==> config.mk <==
export PLATFORM = sky130hd
export DESIGN_NAME = video_writer
export DESIGN_NICKNAME = d
export VERILOG_FILES = /design/src/rtl/video_writer.sv
export SDC_FILE = /design/constraint.sdc
export NUM_CORES = 1
export LEC_CHECK = 0
export CORE_MARGIN = 5
export CORE_UTILIZATION = 54
export DETAILED_ROUTE_END_ITERATION = 8
export GPL_TIMING_DRIVEN = 0
export PLACE_DENSITY = 0.86
export REMOVE_ABC_BUFFERS = 1
export SKIP_CTS_REPAIR_TIMING = 1
export SLEW_MARGIN = 10
export SYNTH_ARGS = -nofsm -noshare
export SYNTH_HDL_FRONTEND = slang
export SYNTH_SLANG_ARGS = --single-unit
==> constraint.sdc <==
create_clock -name clk -period 4.2 [get_ports clk]
set_input_delay 0.84 -clock clk [delete_from_list [all_inputs] [get_ports clk]]
set_output_delay 0.84 -clock clk [all_outputs]
set_load 0.01 [all_outputs]
==> src/rtl/video_writer.sv <==
// Text-screen write engine: turns SETCURSOR/PUTCHAR/FILL/CLEAR commands into
// masked cell writes on the video memory port, one cell per clock.
//
// state  | meaning
// S_IDLE | accepting commands; SETCURSOR/PUTCHAR complete here in one cycle
// S_FILL | walking a rectangle row-major, one write per cycle
module video_writer #(
  parameter int COLS   = 80,
  parameter int ROWS   = 25,
  parameter int ATTR_W = 24
) (
  input  logic              clk,
  input  logic              reset,
  input  logic              cmd_valid,
  output logic              cmd_ready,
  input  logic [1:0]        cmd_op,
  input  logic [15:0]       cmd_x,
  input  logic [15:0]       cmd_y,
  input  logic [15:0]       cmd_w,
  input  logic [15:0]       cmd_h,
  input  logic [ATTR_W-1:0] cmd_value,
  input  logic [ATTR_W-1:0] cmd_mask,
  output logic [15:0]       cursor_x,
  output logic [15:0]       cursor_y,
  output logic              busy,
  output logic              video_write,
  output logic [15:0]       video_address,
  output logic [ATTR_W-1:0] video_value,
  output logic [ATTR_W-1:0] video_mask
);

  localparam logic [1:0]  OP_SETCURSOR = 2'd0;
  localparam logic [1:0]  OP_PUTCHAR   = 2'd1;
  localparam logic [1:0]  OP_FILL      = 2'd2;
  localparam logic [1:0]  OP_CLEAR     = 2'd3;

  localparam logic [15:0] COLS16 = 16'(COLS);
  localparam logic [15:0] ROWS16 = 16'(ROWS);
  localparam logic [15:0] X_MAX  = 16'(COLS - 1);
  localparam logic [15:0] Y_MAX  = 16'(ROWS - 1);
  localparam logic [16:0] COLS17 = 17'(COLS);
  localparam logic [16:0] ROWS17 = 17'(ROWS);

  typedef enum logic [0:0] {S_IDLE, S_FILL} state_t;

  state_t state_q, state_d;

  logic [15:0] fx_q, fx_d, fy_q, fy_d;
  logic [15:0] x0_q, x0_d, x_last_q, x_last_d, y_last_q, y_last_d;
  logic [15:0] row_base_q, row_base_d;
  logic [15:0] cur_x_d, cur_y_d, addr_d;
  logic [ATTR_W-1:0] value_d, mask_d;
  logic        write_d, busy_d;

  logic [16:0] x_sum, y_sum;
  logic [15:0] cmd_x_last, cmd_y_last, cur_addr, fill_base;
  logic        fill_empty;

  // Rectangle bounds are kept as inclusive last coordinates, clipped to the screen.
  assign x_sum      = {1'b0, cmd_x} + {1'b0, cmd_w};
  assign y_sum      = {1'b0, cmd_y} + {1'b0, cmd_h};
  assign cmd_x_last = (x_sum >= COLS17) ? X_MAX : (x_sum[15:0] - 16'd1);
  assign cmd_y_last = (y_sum >= ROWS17) ? Y_MAX : (y_sum[15:0] - 16'd1);
  assign fill_empty = (cmd_w == 16'd0) || (cmd_h == 16'd0) ||
                      (cmd_x >= COLS16) || (cmd_y >= ROWS16);
  assign cur_addr   = cursor_y * COLS16 + cursor_x;
  assign fill_base  = cmd_y * COLS16;

  assign cmd_ready  = (state_q == S_IDLE);

  always_comb begin
    state_d    = state_q;
    fx_d       = fx_q;
    fy_d       = fy_q;
    x0_d       = x0_q;
    x_last_d   = x_last_q;
    y_last_d   = y_last_q;
    row_base_d = row_base_q;
    cur_x_d    = cursor_x;
    cur_y_d    = cursor_y;
    addr_d     = video_address;
    value_d    = video_value;
    mask_d     = video_mask;
    write_d    = 1'b0;
    busy_d     = busy;

    case (state_q)
      S_IDLE: begin
        busy_d = 1'b0;
        if (cmd_valid) begin
          case (cmd_op)
            OP_SETCURSOR: begin
              cur_x_d = (cmd_x > X_MAX) ? X_MAX : cmd_x;
              cur_y_d = (cmd_y > Y_MAX) ? Y_MAX : cmd_y;
            end
            OP_PUTCHAR: begin
              write_d = 1'b1;
              addr_d  = cur_addr;
              value_d = cmd_value;
              mask_d  = cmd_mask;
              if (cursor_x >= X_MAX) begin
                cur_x_d = 16'd0;
                cur_y_d = (cursor_y >= Y_MAX) ? 16'd0 : cursor_y + 16'd1;
              end else begin
                cur_x_d = cursor_x + 16'd1;
              end
            end
            OP_FILL: begin
              if (!fill_empty) begin
                state_d    = S_FILL;
                busy_d     = 1'b1;
                fx_d       = cmd_x;
                fy_d       = cmd_y;
                x0_d       = cmd_x;
                x_last_d   = cmd_x_last;
                y_last_d   = cmd_y_last;
                row_base_d = fill_base;
                value_d    = cmd_value;
                mask_d     = cmd_mask;
              end
            end
            default: begin
              state_d    = S_FILL;
              busy_d     = 1'b1;
              fx_d       = 16'd0;
              fy_d       = 16'd0;
              x0_d       = 16'd0;
              x_last_d   = X_MAX;
              y_last_d   = Y_MAX;
              row_base_d = 16'd0;
              value_d    = cmd_value;
              mask_d     = cmd_mask;
              cur_x_d    = 16'd0;
              cur_y_d    = 16'd0;
            end
          endcase
        end
      end
      S_FILL: begin
        write_d = 1'b1;
        addr_d  = row_base_q + fx_q;
        if (fx_q == x_last_q) begin
          fx_d       = x0_q;
          fy_d       = fy_q + 16'd1;
          row_base_d = row_base_q + COLS16;
          if (fy_q == y_last_q) begin
            state_d = S_IDLE;
            busy_d  = 1'b0;
          end
        end else begin
          fx_d = fx_q + 16'd1;
        end
      end
      default: begin
        state_d = S_IDLE;
        busy_d  = 1'b0;
      end
    endcase
  end

  always_ff @(posedge clk or negedge reset) begin
    if (!reset) begin
      state_q       <= S_IDLE;
      fx_q          <= '0;
      fy_q          <= '0;
      x0_q          <= '0;
      x_last_q      <= '0;
      y_last_q      <= '0;
      row_base_q    <= '0;
      cursor_x      <= '0;
      cursor_y      <= '0;
      busy          <= 1'b0;
      video_write   <= 1'b0;
      video_address <= '0;
      video_value   <= '0;
      video_mask    <= '0;
    end else begin
      state_q       <= state_d;
      fx_q          <= fx_d;
      fy_q          <= fy_d;
      x0_q          <= x0_d;
      x_last_q      <= x_last_d;
      y_last_q      <= y_last_d;
      row_base_q    <= row_base_d;
      cursor_x      <= cur_x_d;
      cursor_y      <= cur_y_d;
      busy          <= busy_d;
      video_write   <= write_d;
      video_address <= addr_d;
      video_value   <= value_d;
      video_mask    <= mask_d;
    end
  end

endmodule

-- Yosys cells after proc, flatten, opt, wreduce, memory -nomap -nowiden
Cells that the tools add are included.
W data, S select, Z words.
- bits in registers: 195
- latch bits: 0
- memory bits (writable): 0
- bits in read-only memories: 0
- input bits: 117
- output and inout bits: 99
- memories: 0
- add/subtract/negate cells: 11
- multiply operators: 2
- divide/modulo/power cells: 0
- $lt $le $gt $ge: 8
- equality and inequality tests: 12
- shifts and indexed selects: 0
- multiplexer cells: 47
- bitwise logic cells: 4
- reductions and logical operators: 15
- operators with widths (kind ; count):
    $mux W16 ; 20
    $pmux W16 S2 ; 9
    $pmux W16 S3 ; 2
    $pmux W24 S2 ; 2
    $add A16 B1 Y16 const B ; 4
    $mux W24 ; 2
    $add A16 B16 Y17 ; 2
    $add A16 B16 Y16 ; 2
    $eq A16 B16 Y1 ; 2
    $ge A16 B5 Y1 const B ; 2
    $ge A16 B7 Y1 const B ; 2
    $logic_not A16 Y1 ; 2
    $mul A16 B3 Y12 const B ; 2
    $sub A16 B1 Y16 const B ; 2
    $ge A17 B5 Y1 const B ; 1
    $ge A17 B7 Y1 const B ; 1
    $add A16 B7 Y16 const B ; 1
    $gt A16 B5 Y1 const B ; 1
    $gt A16 B7 Y1 const B ; 1
    $reduce_and A4 Y1 ; 4
    $mux W1 ; 8
    $ne A2 B2 Y1 const B ; 4
    $pmux W1 S2 ; 4
    $ne A2 B1 Y1 const B ; 3
    9 further kinds ; 16

-- Longest topological paths before layout
- depth in word-level cells: 8
- depth in mapped cells: 16
- gate-level depth less buffers: 16

-- Worst setup path before layout
Ideal clock, no wire load.
- path kind: input-to-reg
- start: input port cmd_x[0]
- end: register x_last_q[0]
- arrival time: 3.303 ns
- data required time: 4.061 ns
- slack: 0.758 ns
- cell stages on the path: 10
- path buffers: 0
- cell sequence: ha_1 fa_1 a21o_1 and4_4 o31a_1 or2_1 a211oi_4 nor2_1 nor4b_2 a21oi_1
- word-level cells in the longest chain between the ends: 5
- elaborated cells on any way between the ends: 11
- RTL lines (item ; line ; source):
    start: declaration ; 17 ; input logic [15:0] cmd_x,
    $add A16 B16 Y17 or $ge A16 B7 Y1 (tied branches) ; 60, 65 ;
    $sub A16 B1 Y16 (tied with other cells) ; 62 ; assign cmd_x_last = (x_sum >= COLS17) ? X_MAX : (x_sum[15:0] - 16'd1);
    $mux W16 or $logic_or A1 B1 Y1 (tied branches) ; 62, 65 ;
    $mux W16 or $ne A2 B2 Y1 (tied branches) ; -- ;
    $pmux W16 S2 or $reduce_and A4 Y1 (tied branches) ; -- ;
    end signal: assignment ; 182 ; x_last_q <= x_last_d;
    end: declaration ; 49 ; logic [15:0] x0_q, x0_d, x_last_q, x_last_d, y_last_q, y_last_d;
Several ways; a longest one is shown, not always the timed one. The select of a mux whose other input is x is not followed.
A chain may end at the register's enable or synchronous reset.

-- Final worst setup path
- start: input port cmd_y[1]
- end: register x0_q[5]
- word-level cells in the longest chain between the ends: 4
- RTL lines (item ; line ; source):
    start: declaration ; 18 ; input logic [15:0] cmd_y,
    $ge A16 B5 Y1 ; 65 ; (cmd_x >= COLS16) || (cmd_y >= ROWS16);
    $logic_or A1 B1 Y1 ; 65 ;
    $ne A2 B2 Y1 (no source line) ; -- ;
    $reduce_and A4 Y1 (no source line) ; -- ;
    end signal: assignment ; 166 ; x0_q <= '0;
    end signal: assignment ; 181 ; x0_q <= x0_d;
    end: declaration ; 49 ;
Every way passes these cells.

==> results.md <==
* Overall routed net length at 35900 um
* P&R area growth vs syn at 24.8%
* First-pass GRT wire length at 57500 um
* Most frequent cells in the layout: clkdlybuf4s50_1, dfrtp_1, o21ai_0, nand2_1, ha_1
* HPWL after DPL at 26900 um
* Register bit count reported by yosys at 191
* LEAKAGE at 0.00715 uW
* Grt ovf at 0
* Slew Limit Headroom at 0.261
* Leading area contributor after synthesis: dfrtp_1
* Hold Crit Class: in2async
* H-tree level count at 4
* P per Cell Area at 287 mW/mm2
* Drc violations at 0
* Worst slew pin tran at 1.11 ns
* CTS tree: yes
* Setup TNS Final at 0 ns
* Cell variety after synth at 91
* CTS max path bufs at 2
* Crit path time final at 4.01 ns
* Row cnt at 56
* Vias in the first global route at 11.2k
* Total Power at 4550 uW
* EDFF count, synth at 0
* Syn. warnings at 0
* Post-Synthesis Cells at 1330
* Max-slew violation count at 0
* WL per Instance at 19.3 um
* Crit path launch type: primary input
* Final nets at 1746
* TritonCTS buffer count at 17
* CP Capture Type: flop
* Finished Core Util at 0.680
* RR Startpoint: cursor_y[3]$_DFFE_PN0P_
* Crit-path slowest cell: nand3_2
* Register-to-Register Path Depth at 15
* Final ANT Viol Nets at 0
* Vias at 11.4k
* Via/cell ratio at 6.12
* Die Y at 163 um
* Seq/Total Area, Yosys at 0.376
* FFs w/ async S/R, synth at 1.00
* CP required at 4.52 ns
* RSZ-0062 raised after global routing: false
* Num ports at 216
* Tcrit/Tclk final at 0.955
* Layout cells sized above 1 at 0.0890
* Gr usage total at 0.266
* Final hold violations at 0
* Mean Syn Cell Area at 9.56 um2
* Synthesized area at 0.0127 mm2
* Die Span X at 163 um
* Worst EP arrival at 4.33 ns
* Crit-path max cell delay at 0.91 ns
* R2r endpoint: video_address[14]$_DFFE_PN0P_
* DRT iter0 DRCs at 941
* FF-to-FF setup slack at 0.39 ns
* Max-Cap Viols at 0
* Outcome: finished, final reports clean
* Finish-stage setup viols at 0
* Max Freq at 249 MHz
* Worst path cell trace: clkdlybuf4s50_1 > o311ai_1 > nand4_1 > o41ai_4 > nand3_2 > a22o_2
* Worst-Skew Late Latency at 0.44 ns
* 1st-pass router iterations at 5
* Clk_skew at 0.00920 ns
* CTS Sinks at 191
* Port Buffers at 215
* CTS Root Cell: clkbuf_16
* Most used flip-flop cell after synthesis: dfrtp_1
* Die area at 0.0267 mm2
* Worst vdd ir at 219 uV
* Top cells by area, synth: dfrtp_1, ha_1, mux2_2
* CP Class: in2reg
* Initial antenna violation count at 1
* Placer Congestion at 0.867
* Crit path max fanout at 52
* Core Area at 0.0233 mm2
* Share of the synthesized area in the top cell type at 0.376
* Most common cell after layout, fill and taps aside: clkdlybuf4s50_1
* Reg clk slew, reported paths at 0.07 ns
* Hold Slack at 0.383 ns
* Initial core utilization at 0.545
* Pin count of the biggest net entering global routing at 104
* Layout fillers at 1740
==> metrics by stage <==
stage	cell area, um2	std cells	worst slack (ns)
after global routing	15900	1860	0.0101
after floorplan	12500	1283	0.303
after CTS	15800	1857	-0.0525
final	15900	1860	0.191
after detailed placement	15200	1825	-0.487
after global placement	15100	1817	-5.60
==> per-layer routing <==
layer	GRT usage	part of all wire
met5	0	0
met2	0.450	0.48
met1	0.346	0.41
met4	0.0926	0.029
met3	0.0469	0.077
==> worst max-delay path: cells and delay by family <==
kind                   cells  cell delay (ns)
AO/OA/AOI/OAI              3             1.56
buffers and inverters      1             0.66
AND/OR/NAND/NOR            2             1.25
==> state kept, by name (all words and copies together), names as in the netlist <==
signal         cells
cursor_y          16
video_value       24
busy               1
y_last_q          16
video_mask        24
state_q            1
x0_q              16
x_last_q          16
row_base_q        12
fx_q              16
fy_q              16
video_address     16
cursor_x          16
video_write        1
==> synth_stat cells, types with 10 or more instances <==
cell	instances
nand4_1	18
xor2_1	31
ha_1	97
mux2i_1	13
a211oi_1	21
clkbuf_1	38
a221oi_1	14
o21ai_0	105
a21oi_1	74
and2_1	36
and3_1	21
nor2_1	74
nand2b_1	14
nand3_1	35
nand2_1	104
mux2_2	52
dfrtp_1	191
xnor2_1	57
a21o_1	27
a22oi_1	11
o211ai_1	10
o21a_1	10
nor4_1	25
nor3b_1	11
nor2b_1	19
inv_1	39
nor3_1	35
==> worst max path at each step <==
stage               startpoint                         to  slack [ns]
floorplan            cmd_x[15]  video_mask[0]$_DFFE_PN0P_        0.30
global placement         reset       fx_q[12]$_DFFE_PN0P_       -5.60
detailed placement    cmd_y[0]   y_last_q[14]$_DFFE_PN0P_       -0.49
CTS                   cmd_y[0]   y_last_q[14]$_DFFE_PN0P_       -0.05
global route          cmd_x[5]  row_base_q[7]$_DFFE_PN0P_        0.01
finish                cmd_y[1]        x0_q[5]$_DFFE_PN0P_        0.19
==> kinds of logic (layout without fill, tap and decap cells) <==
group           after synthesis  count (layout)  share of synthesized area
simple gates                441             441                      0.189
compound gates              357             357                      0.188
flops                       191             191                      0.376
fa+ha+maj                   102             102                      0.103
xor+xnor                     88              88                     0.0606
buf+inv                      86             296                     0.0277
mux                          65              65                     0.0563
other cells                   0               1                          0
==> layout make-up <==
cell class / instances / area, um2 / area share
Antenna cell: 1 / 2.50 / 0.000158
Clock inverter: 15 / 191 / 0.0121
Multi-Input combinational cell: 1053 / 7620 / 0.480
Clock buffer: 17 / 425 / 0.0268
Sequential cell: 191 / 4780 / 0.301
Tap cell: 319 / 399 / 0.0252
Timing Repair Buffer: 225 / 2300 / 0.145
Inverter: 39 / 146 / 0.00922
==> report_power, final <==
group          switching, uW  internal, uW  leakage, uW
clock                    807           861     0.000297
combinational            462           432      0.00432
sequential              88.4          1900      0.00253
total                   1360          3190      0.00715
(Power assumes the default switching activity.)
